### src/rtl/game_controller_pkg.sv
// Shared constants for the Pong match controller: state codes, key codes,
// winner encodings and score width.
package game_controller_pkg;

    localparam int SCORE_W = 3;

    localparam logic [3:0] SERVE_KEY = 4'd1;
    localparam logic [3:0] PAUSE_KEY = 4'd4;

    localparam logic [1:0] WIN_NONE = 2'b00;
    localparam logic [1:0] WIN_P1   = 2'b01;
    localparam logic [1:0] WIN_P2   = 2'b10;

    typedef enum logic [2:0] {
        ST_IDLE      = 3'd0,
        ST_SERVE     = 3'd1,
        ST_PLAY      = 3'd2,
        ST_PAUSE     = 3'd3,
        ST_POINT     = 3'd4,
        ST_GAME_OVER = 3'd5
    } state_e;

    function automatic logic [SCORE_W-1:0] sat_inc(input logic [SCORE_W-1:0] score,
                                                   input logic [SCORE_W-1:0] limit);
        return (score >= limit) ? limit : score + 1'b1;
    endfunction

endpackage

### src/rtl/game_controller_key_press_detect.sv
// One keypad: 2-flop synchronizer, then a rising-match detector so a held
// code produces a single press event.
module key_press_detect
    import game_controller_pkg::*;
(
    input  logic       clk_i,
    input  logic       reset_i,
    input  logic [3:0] keys_i,
    output logic       serve_press_o,
    output logic       pause_press_o
);

    logic [3:0] sync1_q;
    logic [3:0] sync2_q;
    logic [3:0] prev_q;

    always_ff @(posedge clk_i) begin
        if (reset_i) begin
            sync1_q <= 4'd0;
            sync2_q <= 4'd0;
            prev_q  <= 4'd0;
        end else begin
            sync1_q <= keys_i;
            sync2_q <= sync1_q;
            prev_q  <= sync2_q;
        end
    end

    assign serve_press_o = (sync2_q == SERVE_KEY) && (prev_q != SERVE_KEY);
    assign pause_press_o = (sync2_q == PAUSE_KEY) && (prev_q != PAUSE_KEY);

endmodule

### src/rtl/game_controller.sv
// Pong match sequencer: serve/play/pause/point/game-over FSM and both scores.
// Optional GAME_CONTROLLER_AUTO_SERVE_EN: auto-serve after SERVE_TIMEOUT ticks.
module game_controller
    import game_controller_pkg::*;
#(
    parameter int WIN_SCORE     = 7,
    parameter int POINT_HOLD    = 60,
    parameter int SERVE_TIMEOUT = 180
) (
    input  logic               CLOCK_25,
    input  logic               reset,
    input  logic               frame_tick_i,
    input  logic [3:0]         keys_1_i,
    input  logic [3:0]         keys_2_i,
    input  logic               miss_1_i,
    input  logic               miss_2_i,
    output logic               run_o,
    output logic               ball_reset_o,
    output logic               serve_side_o,
    output logic [SCORE_W-1:0] score_1_o,
    output logic [SCORE_W-1:0] score_2_o,
    output logic [1:0]         winner_o,
    output logic [2:0]         state_o
);

    localparam logic [SCORE_W-1:0] WIN_LIM  = SCORE_W'(WIN_SCORE);
    localparam logic [8:0]         HOLD_LIM = 9'(POINT_HOLD);

    logic serve_1, pause_1, serve_2, pause_2;

    key_press_detect u_keys_1 (
        .clk_i         (CLOCK_25),
        .reset_i       (reset),
        .keys_i        (keys_1_i),
        .serve_press_o (serve_1),
        .pause_press_o (pause_1)
    );

    key_press_detect u_keys_2 (
        .clk_i         (CLOCK_25),
        .reset_i       (reset),
        .keys_i        (keys_2_i),
        .serve_press_o (serve_2),
        .pause_press_o (pause_2)
    );

    state_e             state_q;
    logic [7:0]         tick_q;
    logic [SCORE_W-1:0] score_1_q, score_2_q;
    logic [SCORE_W-1:0] score_1_d, score_2_d;
    logic [1:0]         winner_q;
    logic               serve_side_q, run_q, ball_reset_q;
    logic [8:0]         tick_inc_d;
    logic               serve_own, point_done, serve_timeout;

    assign tick_inc_d = {1'b0, tick_q} + 9'd1;
    assign score_1_d  = sat_inc(score_1_q, WIN_LIM);
    assign score_2_d  = sat_inc(score_2_q, WIN_LIM);
    assign serve_own  = serve_side_q ? serve_2 : serve_1;
    // Compare the post-increment count so POINT_HOLD=0 still waits for one tick.
    assign point_done = frame_tick_i && (tick_inc_d >= HOLD_LIM);

`ifdef GAME_CONTROLLER_AUTO_SERVE_EN
    localparam logic [8:0] TIMEOUT_LIM = 9'(SERVE_TIMEOUT);
    assign serve_timeout = frame_tick_i && (tick_inc_d >= TIMEOUT_LIM);
`else
    logic unused_serve_timeout;
    assign unused_serve_timeout = (SERVE_TIMEOUT != 0);
    assign serve_timeout        = 1'b0;
`endif

    always_ff @(posedge CLOCK_25) begin
        if (reset) begin
            state_q      <= ST_IDLE;
            tick_q       <= 8'd0;
            score_1_q    <= '0;
            score_2_q    <= '0;
            winner_q     <= WIN_NONE;
            serve_side_q <= 1'b0;
            run_q        <= 1'b0;
            ball_reset_q <= 1'b0;
        end else begin
            ball_reset_q <= 1'b0;
            if (frame_tick_i) tick_q <= tick_q + 8'd1;
            case (state_q)
                ST_IDLE: begin
                    if (serve_1 || serve_2) begin
                        serve_side_q <= !serve_1;
                        state_q      <= ST_SERVE;
                        ball_reset_q <= 1'b1;
                        tick_q       <= 8'd0;
                    end
                end
                ST_SERVE: begin
                    if (serve_own || serve_timeout) begin
                        state_q <= ST_PLAY;
                        run_q   <= 1'b1;
                        tick_q  <= 8'd0;
                    end
                end
                ST_PLAY: begin
                    if (miss_1_i) begin
                        score_2_q    <= score_2_d;
                        serve_side_q <= 1'b0;
                        run_q        <= 1'b0;
                        tick_q       <= 8'd0;
                        if (score_2_d == WIN_LIM) begin
                            state_q  <= ST_GAME_OVER;
                            winner_q <= WIN_P2;
                        end else begin
                            state_q  <= ST_POINT;
                        end
                    end else if (miss_2_i) begin
                        score_1_q    <= score_1_d;
                        serve_side_q <= 1'b1;
                        run_q        <= 1'b0;
                        tick_q       <= 8'd0;
                        if (score_1_d == WIN_LIM) begin
                            state_q  <= ST_GAME_OVER;
                            winner_q <= WIN_P1;
                        end else begin
                            state_q  <= ST_POINT;
                        end
                    end else if (pause_1 || pause_2) begin
                        state_q <= ST_PAUSE;
                        run_q   <= 1'b0;
                        tick_q  <= 8'd0;
                    end
                end
                ST_PAUSE: begin
                    if (pause_1 || pause_2) begin
                        state_q <= ST_PLAY;
                        run_q   <= 1'b1;
                        tick_q  <= 8'd0;
                    end
                end
                ST_POINT: begin
                    if (point_done) begin
                        state_q      <= ST_SERVE;
                        ball_reset_q <= 1'b1;
                        tick_q       <= 8'd0;
                    end
                end
                ST_GAME_OVER: begin
                    // Loser keeps the serve for the rematch.
                    if (serve_1 || serve_2) begin
                        score_1_q    <= '0;
                        score_2_q    <= '0;
                        winner_q     <= WIN_NONE;
                        state_q      <= ST_SERVE;
                        ball_reset_q <= 1'b1;
                        tick_q       <= 8'd0;
                    end
                end
                default: begin
                    state_q <= ST_IDLE;
                    run_q   <= 1'b0;
                    tick_q  <= 8'd0;
                end
            endcase
        end
    end

    assign run_o        = run_q;
    assign ball_reset_o = ball_reset_q;
    assign serve_side_o = serve_side_q;
    assign score_1_o    = score_1_q;
    assign score_2_o    = score_2_q;
    assign winner_o     = winner_q;
    assign state_o      = state_q;

endmodule

### config.mk
export PLATFORM = sky130hd
export DESIGN_NAME = game_controller
export DESIGN_NICKNAME = d
export VERILOG_FILES = /design/src/rtl/game_controller_pkg.sv /design/src/rtl/game_controller_key_press_detect.sv /design/src/rtl/game_controller.sv
export SDC_FILE = /design/constraint.sdc
export NUM_CORES = 1
export LEC_CHECK = 0
export CORE_MARGIN = 10
export CORE_UTILIZATION = 45
export DETAILED_ROUTE_END_ITERATION = 8
export HOLD_SLACK_MARGIN = 0.08
export PLACE_DENSITY = 0.7
export REMOVE_ABC_BUFFERS = 1
export SLEW_MARGIN = 20
export SYNTH_ARGS = -nofsm -noshare
export SYNTH_HDL_FRONTEND = slang
export SYNTH_SLANG_ARGS = --single-unit
### constraint.sdc
create_clock -name CLOCK_25 -period 1.93 [get_ports CLOCK_25]
set_clock_uncertainty 0.05 [all_clocks]
set_input_delay 0.2895 -clock CLOCK_25 [delete_from_list [all_inputs] [get_ports CLOCK_25]]
set_output_delay 0.2895 -clock CLOCK_25 [all_outputs]
set_load 0.01 [all_outputs]
==> metrics.cfg, run 1 <==
[status]
status=complete, no violations

[cells_and_area]
antenna_cells=0
fillers=391
seq_area_um2=927
multi_input_area_um2=1160
nets=279
drive_gt1_share_pct=25.7
syn2layout_area_growth_pct=33.0
final_core_util_pct=62.0
finalNonFillerCells=313

[hold_path]
hold_path.class=reg -> reg
whs_path_depth=1
worstHoldStart=u_keys_1.sync1_q[2]
holdPathEnd=u_keys_1.sync2_q[2]

[routing]
routed_wl_um=4110
drtIter0Drc=78
drc=0
vias=1632
ant_nets=0
first_pass_iters=4
wire_per_inst_um=13.1
via_per_inst=5.21

[critical_path]
critPathCaptureType=flop
crit_slowest_cell=or3_1
crit_arrival_ns=2.11
cp.required_ns=2.12
path_class=reg -> reg
r2r_cells=7
max_stage_delay_ns=0.36
cp_max_fo=3
r2r_slack_ns=0.009
rr_endpoint=state_o[0]
path_buf_inv=0
reg2reg_from=tick_q[0]
cp_top_family=simple AND/OR/NAND/NOR gates
crit_chain=ha_2 > nand3_1 > nor2_2 > mux2_4 > a31o_4 > or3_1 > a21oi_2
cp-start-kind=flop

[placement]
dp_hpwl_um=2980
placed_cells=304
place_congestion=0.811
port_buffers=26
place_ws_ns=-0.148

[pwr]
power_switching_uw=726
max-vdd-ir-drop_uv=496
p_int_uw=1610
p_leak_uw=0.00100
p_sw_share_pct=31.1
power_density_nw_per_um2=865
clkPwrFrac_pct=25.1
p_seq_share_pct=46.3
combinationalPowerShare_pct=28.5

[die]
io_pins=27
dieArea_um2=7600
initial_core_util_pct=46.6
die_w_um=87.2
coreArea_um2=4350
placementRows=24
die_y_um=87.2

[clock_network]
clock_path_buffers=2
cts-htree-levels=2
cts_buffers=5
clock_latency_ns=0.30
cts_tree=built
cts_root_buf=clkbuf_8
path_clk_slew_ns=0.09
clock_sinks=46

[logic_synthesis]
ys_types=47
synth_edf_count=0
synth_top_cell_area_share_pct=45.3
synthArstFlopShare_pct=0
ys_ff_latch=46
ys_warn_count=0
synth.most_common_cell=dfxtp_1
synth.top_cells.by_count=dfxtp_1 (46), nor2b_1 (24), nor2_1 (18), nand2_1 (14), nor3_1 (10)
yosysTopAreaCell=dfxtp_1
syn_area_um2=2030
avgSynthCellArea_um2=9.45
ys_top_cells_by_area=dfxtp_1 (45%), nor2b_1 (7.4%), ha_1 (3.7%), nor2_1 (3.3%), nand2_1 (2.6%)
synth_ff_type=dfxtp_1
syn_inst=215
seq_area_frac_synth_pct=45.3

[sta]
hold_viol=0
relSlewSlack_pct=66.0
finalCriticalPeriod_ns=1.92
maxSlewViolCount=0
setup_tns_ns=0
hold_slack_ns=0.391
finalWorstSetupSlack_ns=0.00903
worstMarginPinSlew_ns=0.509
max_clock_freq_mhz=521
rsz0062_at_grt=true
finalSetupViolCount=0
finalCritPeriodShare_pct=99.5

[global_routing]
grt_overflow=0
grt_usage_pct=10.2
grt_pass1_wl_um=6330
grt_pass1_vias=1503
antenna_found_initial=0
grt_max_degree=33

[flow_run]
cap_violations=0

==> layout make-up <==
class	instances	area share [%]
multi-input combinational	156	42.9
tap	52	2.41
sequential	46	34.3
clock inverter	3	0.880
timing repair buffer	49	16.6
inverter	2	0.278
clock buffer	5	2.55
==> logic make-up after synthesis <==
| logic type | synth area share, % |
|---|---|
| adders and majority gates | 3.70 |
| muxes | 3.08 |
| AOI/OAI and AO/OA | 13.3 |
| xor gates and xnor gates | 3.88 |
| DFF | 45.3 |
| buffers and inverters | 3.51 |
| and+or+nand+nor | 27.2 |
==> how the worst max path moves through the flow <==
stage / from / slack [ns] / endpoint / depth (start not counted)
global route: state_o[0] / -0.07 / state_o[0] / 6
floorplan: tick_q[0] / -0.11 / state_o[0] / 7
global placement: miss_2_i / -0.11 / state_o[1] / 7
finish: tick_q[0] / 0.009 / state_o[0] / 7
CTS: tick_q[0] / 0.002 / state_o[0] / 7
detailed placement: miss_2_i / -0.15 / state_o[1] / 7
==> registers in the layout (all words and copies together), names as in the netlist, 2 cells and up <==
| name | cells |
|---|---|
| u_keys_2.prev_q | 4 |
| tick_q | 8 |
| state_o | 3 |
| u_keys_1.prev_q | 4 |
| winner_o | 2 |
| u_keys_2.sync2_q | 4 |
| score_1_o | 3 |
| score_2_o | 3 |
| u_keys_1.sync2_q | 4 |
| u_keys_2.sync1_q | 4 |
| u_keys_1.sync1_q | 4 |
==> power by group through the flow <==
stage	Combinational (uW)	Sequential (uW)	Clock (uW)
finish	667	1080	588
CTS	599	1080	608
detailed placement	595	1100	0
floorplan	295	1120	0
global route	723	1090	643
global placement	577	1100	0
==> layout by cell type, fill, tap and decap left out, types with 3 or more instances in the layout <==
cell type and count:
a211oi_1 3, a21oi_1 7, buf_4 21, clkbuf_8 5, clkdlybuf4s50_1 26, dfxtp_1 41, dfxtp_2 5, ha_1 4
mux2i_1 4, nand2_1 13, nand2b_1 3, nand3_1 4, nand4_1 3, nor2_1 17, nor2b_1 24, nor3_1 9
nor4b_2 3, o21ai_0 3, or4b_4 3, xnor2_1 3, xor2_1 6
==> metrics by stage <==
| stage | cell area, um^2 | power (uW) |
|---|---|---|
| floorplan | 1970 | 1410 |
| global placement | 2480 | 1670 |
| detailed placement | 2480 | 1690 |
| CTS | 2600 | 2290 |
| global route | 2700 | 2460 |
| finish | 2700 | 2340 |
==> timing repair <==
item | CTS | global route
pin swaps | 1 | 4
buffers inserted | 0 | 1
gates resized for setup | 8 | 23
gates cloned | 0 | 1
endpoints found under the setup margin | 11 | 17
hold buffers | 0 | 0
==> layer usage <==
| layer | GRT usage, % | up-vias | routed length (um) |
|---|---|---|---|
| li1 | - | 845 | - |
| met1 | 11.2 | 756 | 1820 |
| met2 | 17.3 | 26 | 2020 |
| met3 | 3.56 | 5 | 221 |
| met4 | 4.78 | 0 | 52 |
| met5 | 0 | - | 0 |
Note: power is estimated with default switching activity, not from simulation.
==> inputs of run 2 (changes only) <==
--- a/config.mk
+++ b/config.mk
@@ -8,6 +8,8 @@
 export CORE_MARGIN = 10
 export CORE_UTILIZATION = 45
 export DETAILED_ROUTE_END_ITERATION = 8
+export GPL_ROUTABILITY_DRIVEN = 0
+export GPL_TIMING_DRIVEN = 0
 export HOLD_SLACK_MARGIN = 0.08
 export PLACE_DENSITY = 0.7
 export REMOVE_ABC_BUFFERS = 1
==> metrics.cfg, run 2 (synthesized netlist as in run 1, its figures left out) <==
[status]
status=complete, but fails checks
violations=negative setup slack

[sta]
finalCriticalPeriod_ns=1.95
hold_viol=0
finalCritPeriodShare_pct=101
worstMarginPinSlew_ns=0.431
finalWorstSetupSlack_ns=-0.0223
maxSlewViolCount=0
rsz0062_at_grt=true
finalSetupViolCount=2
relSlewSlack_pct=71.3
setup_tns_ns=-0.0258
max_clock_freq_mhz=512

[global_routing]
grt_overflow=0
antenna_found_initial=0
grt_pass1_vias=1530
grt_usage_pct=11.0
grt_max_degree=44
grt_pass1_wl_um=6860

[clock_network]
cts_hold_buffers=0
cts_root_buf=clkbuf_8
cts-htree-levels=2
clock_sinks=46
clock_path_buffers=2
cts_tree=built
clock_latency_ns=0.30
cts_buffers=5
path_clk_slew_ns=0.09

[pwr]
max-vdd-ir-drop_uv=495
p_seq_share_pct=48.7
p_sw_share_pct=31.0
combinationalPowerShare_pct=25.9
p_leak_uw=0.000971
finalPower_uw=2280
clkPwrFrac_pct=25.4
p_int_uw=1570
power_switching_uw=708
power_density_nw_per_um2=848

[critical_path]
cp.required_ns=2.11
crit_slowest_cell=dfxtp_1
critPathCaptureType=flop
cp_max_fo=12
max_stage_delay_ns=0.59
crit_chain=nor2_1 > o21ai_0 > o2bb2ai_1 > a31o_4 > or3_4 > a21oi_2
reg2reg_from=state_o[2]
path_buf_inv=0
rr_endpoint=state_o[0]
crit_arrival_ns=2.13
r2r_slack_ns=-0.02
cp_top_family=compound AO/OA/AOI/OAI gates
cp-start-kind=flop
r2r_cells=6
path_class=reg -> reg

[cells_and_area]
max_flop_register=tick_q
antenna_cells=0
drive_gt1_share_pct=27.8
nets=270
final_common_cell=dfxtp_1
largest_reg_flops=8
final_area_um2=2690
syn2layout_area_growth_pct=32.5
layout_common_cells=dfxtp_1 (38), nor2b_1 (24), clkdlybuf4s50_1 (24), nor2_1 (16), nand2_1 (14)

[routing]
via_per_inst=5.30
drc=0
drtIter0Drc=88
vias=1611
wire_per_inst_um=12.8
first_pass_iters=4
routed_wl_um=3890
ant_nets=0

[die]
coreArea_um2=4350
io_pins=27
initial_core_util_pct=46.6
placementRows=24
die_w_um=87.2
dieArea_um2=7600
die_y_um=87.2

[flow_run]
cap_violations=0

[hold_path]
hold_path.class=in -> reg
whs_path_depth=2
holdPathEnd=winner_o[0]
worstHoldStart=reset

[placement]
placedInstanceArea_um2=2310
dp_hpwl_um=2570
port_buffers=26

==> run 2: cell types whose count changed in the layout (fill, tap and decap cells not counted), moves of 2 or more <==
| cell | delta |
|---|---|
| ha_1 | -2 |
| dfxtp_1 | -3 |
| o21ai_2 | +2 |
| ha_4 | +2 |
| dfxtp_4 | +4 |
| nor3_1 | -2 |
| clkdlybuf4s50_1 | -2 |
| buf_4 | -9 |
==> run 2: layout make-up <==
cell class | instances | area (um^2)
timing repair buffer | 41 | 387
fill | 374 | 1660
clock inverter | 3 | 21.3
clock buffer | 5 | 68.8
inverter | 2 | 7.51
tap | 52 | 65.1
sequential | 46 | 941
multi-input combinational | 155 | 1200
==> run 2: repair_timing <==
action / in CTS / in global routing
endpoints found under the hold margin: 0 / 0
gates resized for setup: 18 / 32
endpoints found under the setup margin: 21 / 20
pin swaps: 1 / 12
cloned: 0 / 0
setup buffers: 10 / 4
==> run 2: worst reg2reg max path: cells and delay by family (launching register included) <==
family / cells / cell delay (ns)
AO/OA/AOI/OAI: 4 / 0.69
AND/OR/NAND/NOR: 2 / 0.55
flip-flops: 1 / 0.59
==> run 2: per-layer routing <==
metal | routed length, um | part of all wire, % | GRT usage [%]
met5 | 0 | 0 | 0
met3 | 256 | 6.6 | 4.31
met1 | 1820 | 47 | 13.1
met2 | 1760 | 45 | 17.6
met4 | 57 | 1.5 | 3.48
==> run 2: worst max path at each step <==
stage                      end  slack (ns)  depth (start not counted)           startpoint
floorplan           state_o[0]       -0.11                          7            tick_q[0]
global placement    state_o[2]       -0.54                          3                reset
detailed placement   tick_q[4]       -0.37                          7             miss_1_i
CTS                 state_o[0]    -0.00001                          6  u_keys_1.sync2_q[0]
global route        state_o[2]       -0.12                          6           state_o[2]
finish              state_o[0]       -0.02                          6           state_o[2]
==> run 2: through the flow <==
stage               cells  worst slack, ns  hold slack, ns  utilization, %
global placement      281           -0.538           0.367            52.6
finish                304          -0.0223           0.212            61.8
CTS                   300       -0.0000144           0.208            58.2
global route          304           -0.121           0.229            61.8
floorplan             203           -0.106           0.302               -
detailed placement    282           -0.372           0.372            53.0
==> run 2: power groups by stage <==
stage	combinational [uW]	clock, uW	sequential [uW]
floorplan	295	0	1120
global placement	475	0	1120
detailed placement	479	0	1120
CTS	526	602	1100
global route	653	631	1120
finish	591	579	1110
==> inputs of run 3 (changes only) <==
--- a/config.mk
+++ b/config.mk
@@ -13,7 +13,6 @@
 export HOLD_SLACK_MARGIN = 0.08
 export PLACE_DENSITY = 0.7
 export REMOVE_ABC_BUFFERS = 1
-export SLEW_MARGIN = 20
 export SYNTH_ARGS = -nofsm -noshare
 export SYNTH_HDL_FRONTEND = slang
 export SYNTH_SLANG_ARGS = --single-unit
==> metrics.cfg, run 3 (synthesized netlist as in run 1, its figures left out) <==
[routing]
drtIter0Drc=107
via_per_inst=5.33
first_pass_iters=4
vias=1627
drc=0
ant_nets=0
wire_per_inst_um=12.9
routed_wl_um=3920

[pwr]
max-vdd-ir-drop_uv=460
power_density_nw_per_um2=858
p_leak_uw=0.000984

[sta]
finalSetupViolCount=1
relSlewSlack_pct=42.6
hold_viol=0
max_clock_freq_mhz=514
worstMarginPinSlew_ns=0.861
rsz0062_at_grt=true
finalCriticalPeriod_ns=1.95
maxSlewViolCount=0
hold_slack_ns=0.390
finalCritPeriodShare_pct=101
finalWorstSetupSlack_ns=-0.0156

[cells_and_area]
nets=271
final_common_cell=dfxtp_1
largest_reg_flops=8
syn2layout_area_growth_pct=31.7
final_core_util_pct=61.4
max_flop_register=tick_q
antenna_cells=0
drive_gt1_share_pct=28.5
layout_common_cells=dfxtp_1 (35), nor2b_1 (24), clkdlybuf4s50_1 (24), nor2_1 (16), buf_4 (15)

[die]
initial_core_util_pct=46.6
dieArea_um2=7600
die_w_um=87.2
io_pins=27
die_y_um=87.2
coreArea_um2=4350
placementRows=24

[critical_path]
path_buf_inv=0
crit_chain=or4b_4 > o22ai_2 > or4_4 > o31ai_4 > or3_4 > a21oi_2
max_stage_delay_ns=0.53
crit_slowest_cell=or4b_4
path_class=reg -> reg
r2r_cells=6
crit_arrival_ns=2.12
critPathCaptureType=flop
path_depth=6
cp_max_fo=5
cp.required_ns=2.10
cp-start-kind=flop
cp_top_family=simple AND/OR/NAND/NOR gates

[hold_path]
hold_path.class=reg -> reg
whs_path_depth=1

[global_routing]
grt_pass1_vias=1532
antenna_found_initial=0
grt_max_degree=49
grt_usage_pct=10.5
grt_overflow=0
grt_pass1_wl_um=6620

[clock_network]
path_clk_slew_ns=0.09
cts_buffers=5
cts_root_buf=clkbuf_8
clock_latency_ns=0.29
cts_tree=built
cts_hold_buffers=0
clock_path_buffers=2
clock_sinks=46
cts-htree-levels=2

[placement]
dp_hpwl_um=2480
place_ws_ns=-0.396
port_buffers=26

[status]
status=complete, but fails checks
violations=negative setup slack

[flow_run]
cap_violations=0

[run 3: power breakdown]
group / internal (uW) / leakage, uW / switching (uW)
registers: 1020 / 0.000382 / 92.0
logic: 303 / 0.000558 / 307
clock network: 254 / 0.0000441 / 321
total: 1580 / 0.000984 / 720
[run 3: metrics by stage]
step | instances | cell area [um^2] | TNS, ns | total power, uW
2_1_floorplan | 203 | 1970 | -0.106 | 1410
3_3_place_gp | 281 | 2290 | -16.37 | 1600
3_5_place_dp | 281 | 2290 | -4.98 | 1600
4_1_cts | 298 | 2510 | -0.0103 | 2220
5_1_grt | 305 | 2680 | -1.27 | 2440
6_report | 305 | 2680 | -0.0156 | 2300
[run 3: layout make-up]
class,instances,area (um^2)
Clock inverter,3,21.3
Timing Repair Buffer,41,367
Fill cell,386,1680
Inverter,2,7.51
Multi-Input combinational cell,156,1200
Tap cell,52,65.1
Sequential cell,46,945
Clock buffer,5,68.8
[run 3: layer usage]
layer | track usage, % | part of all wire (%) | vias up
met2 | 16.7 | 46 | 32
met5 | 0 | 0 | -
met3 | 4.49 | 6.8 | 4
met4 | 3.19 | 0.79 | 0
met1 | 12.6 | 47 | 751
li1 | - | - | 840
[run 3: path summary, 6_finish.rpt]
path                                     startpoint             endpoint  slack [ns]
worst max-delay path            u_keys_1.sync2_q[0]           state_o[0]       -0.02
worst min-delay path            u_keys_2.sync1_q[0]  u_keys_2.sync2_q[0]        0.39
worst max register to register  u_keys_1.sync2_q[0]           state_o[0]       -0.02
worst min register to register  u_keys_2.sync1_q[0]  u_keys_2.sync2_q[0]        0.39
[run 3: repair_timing]
item | CTS | global route
setup endpoints to repair | 21 | 19
resized for setup | 20 | 29
setup buffers | 9 | 7
gates cloned | 0 | 1
pin swaps | 1 | 12
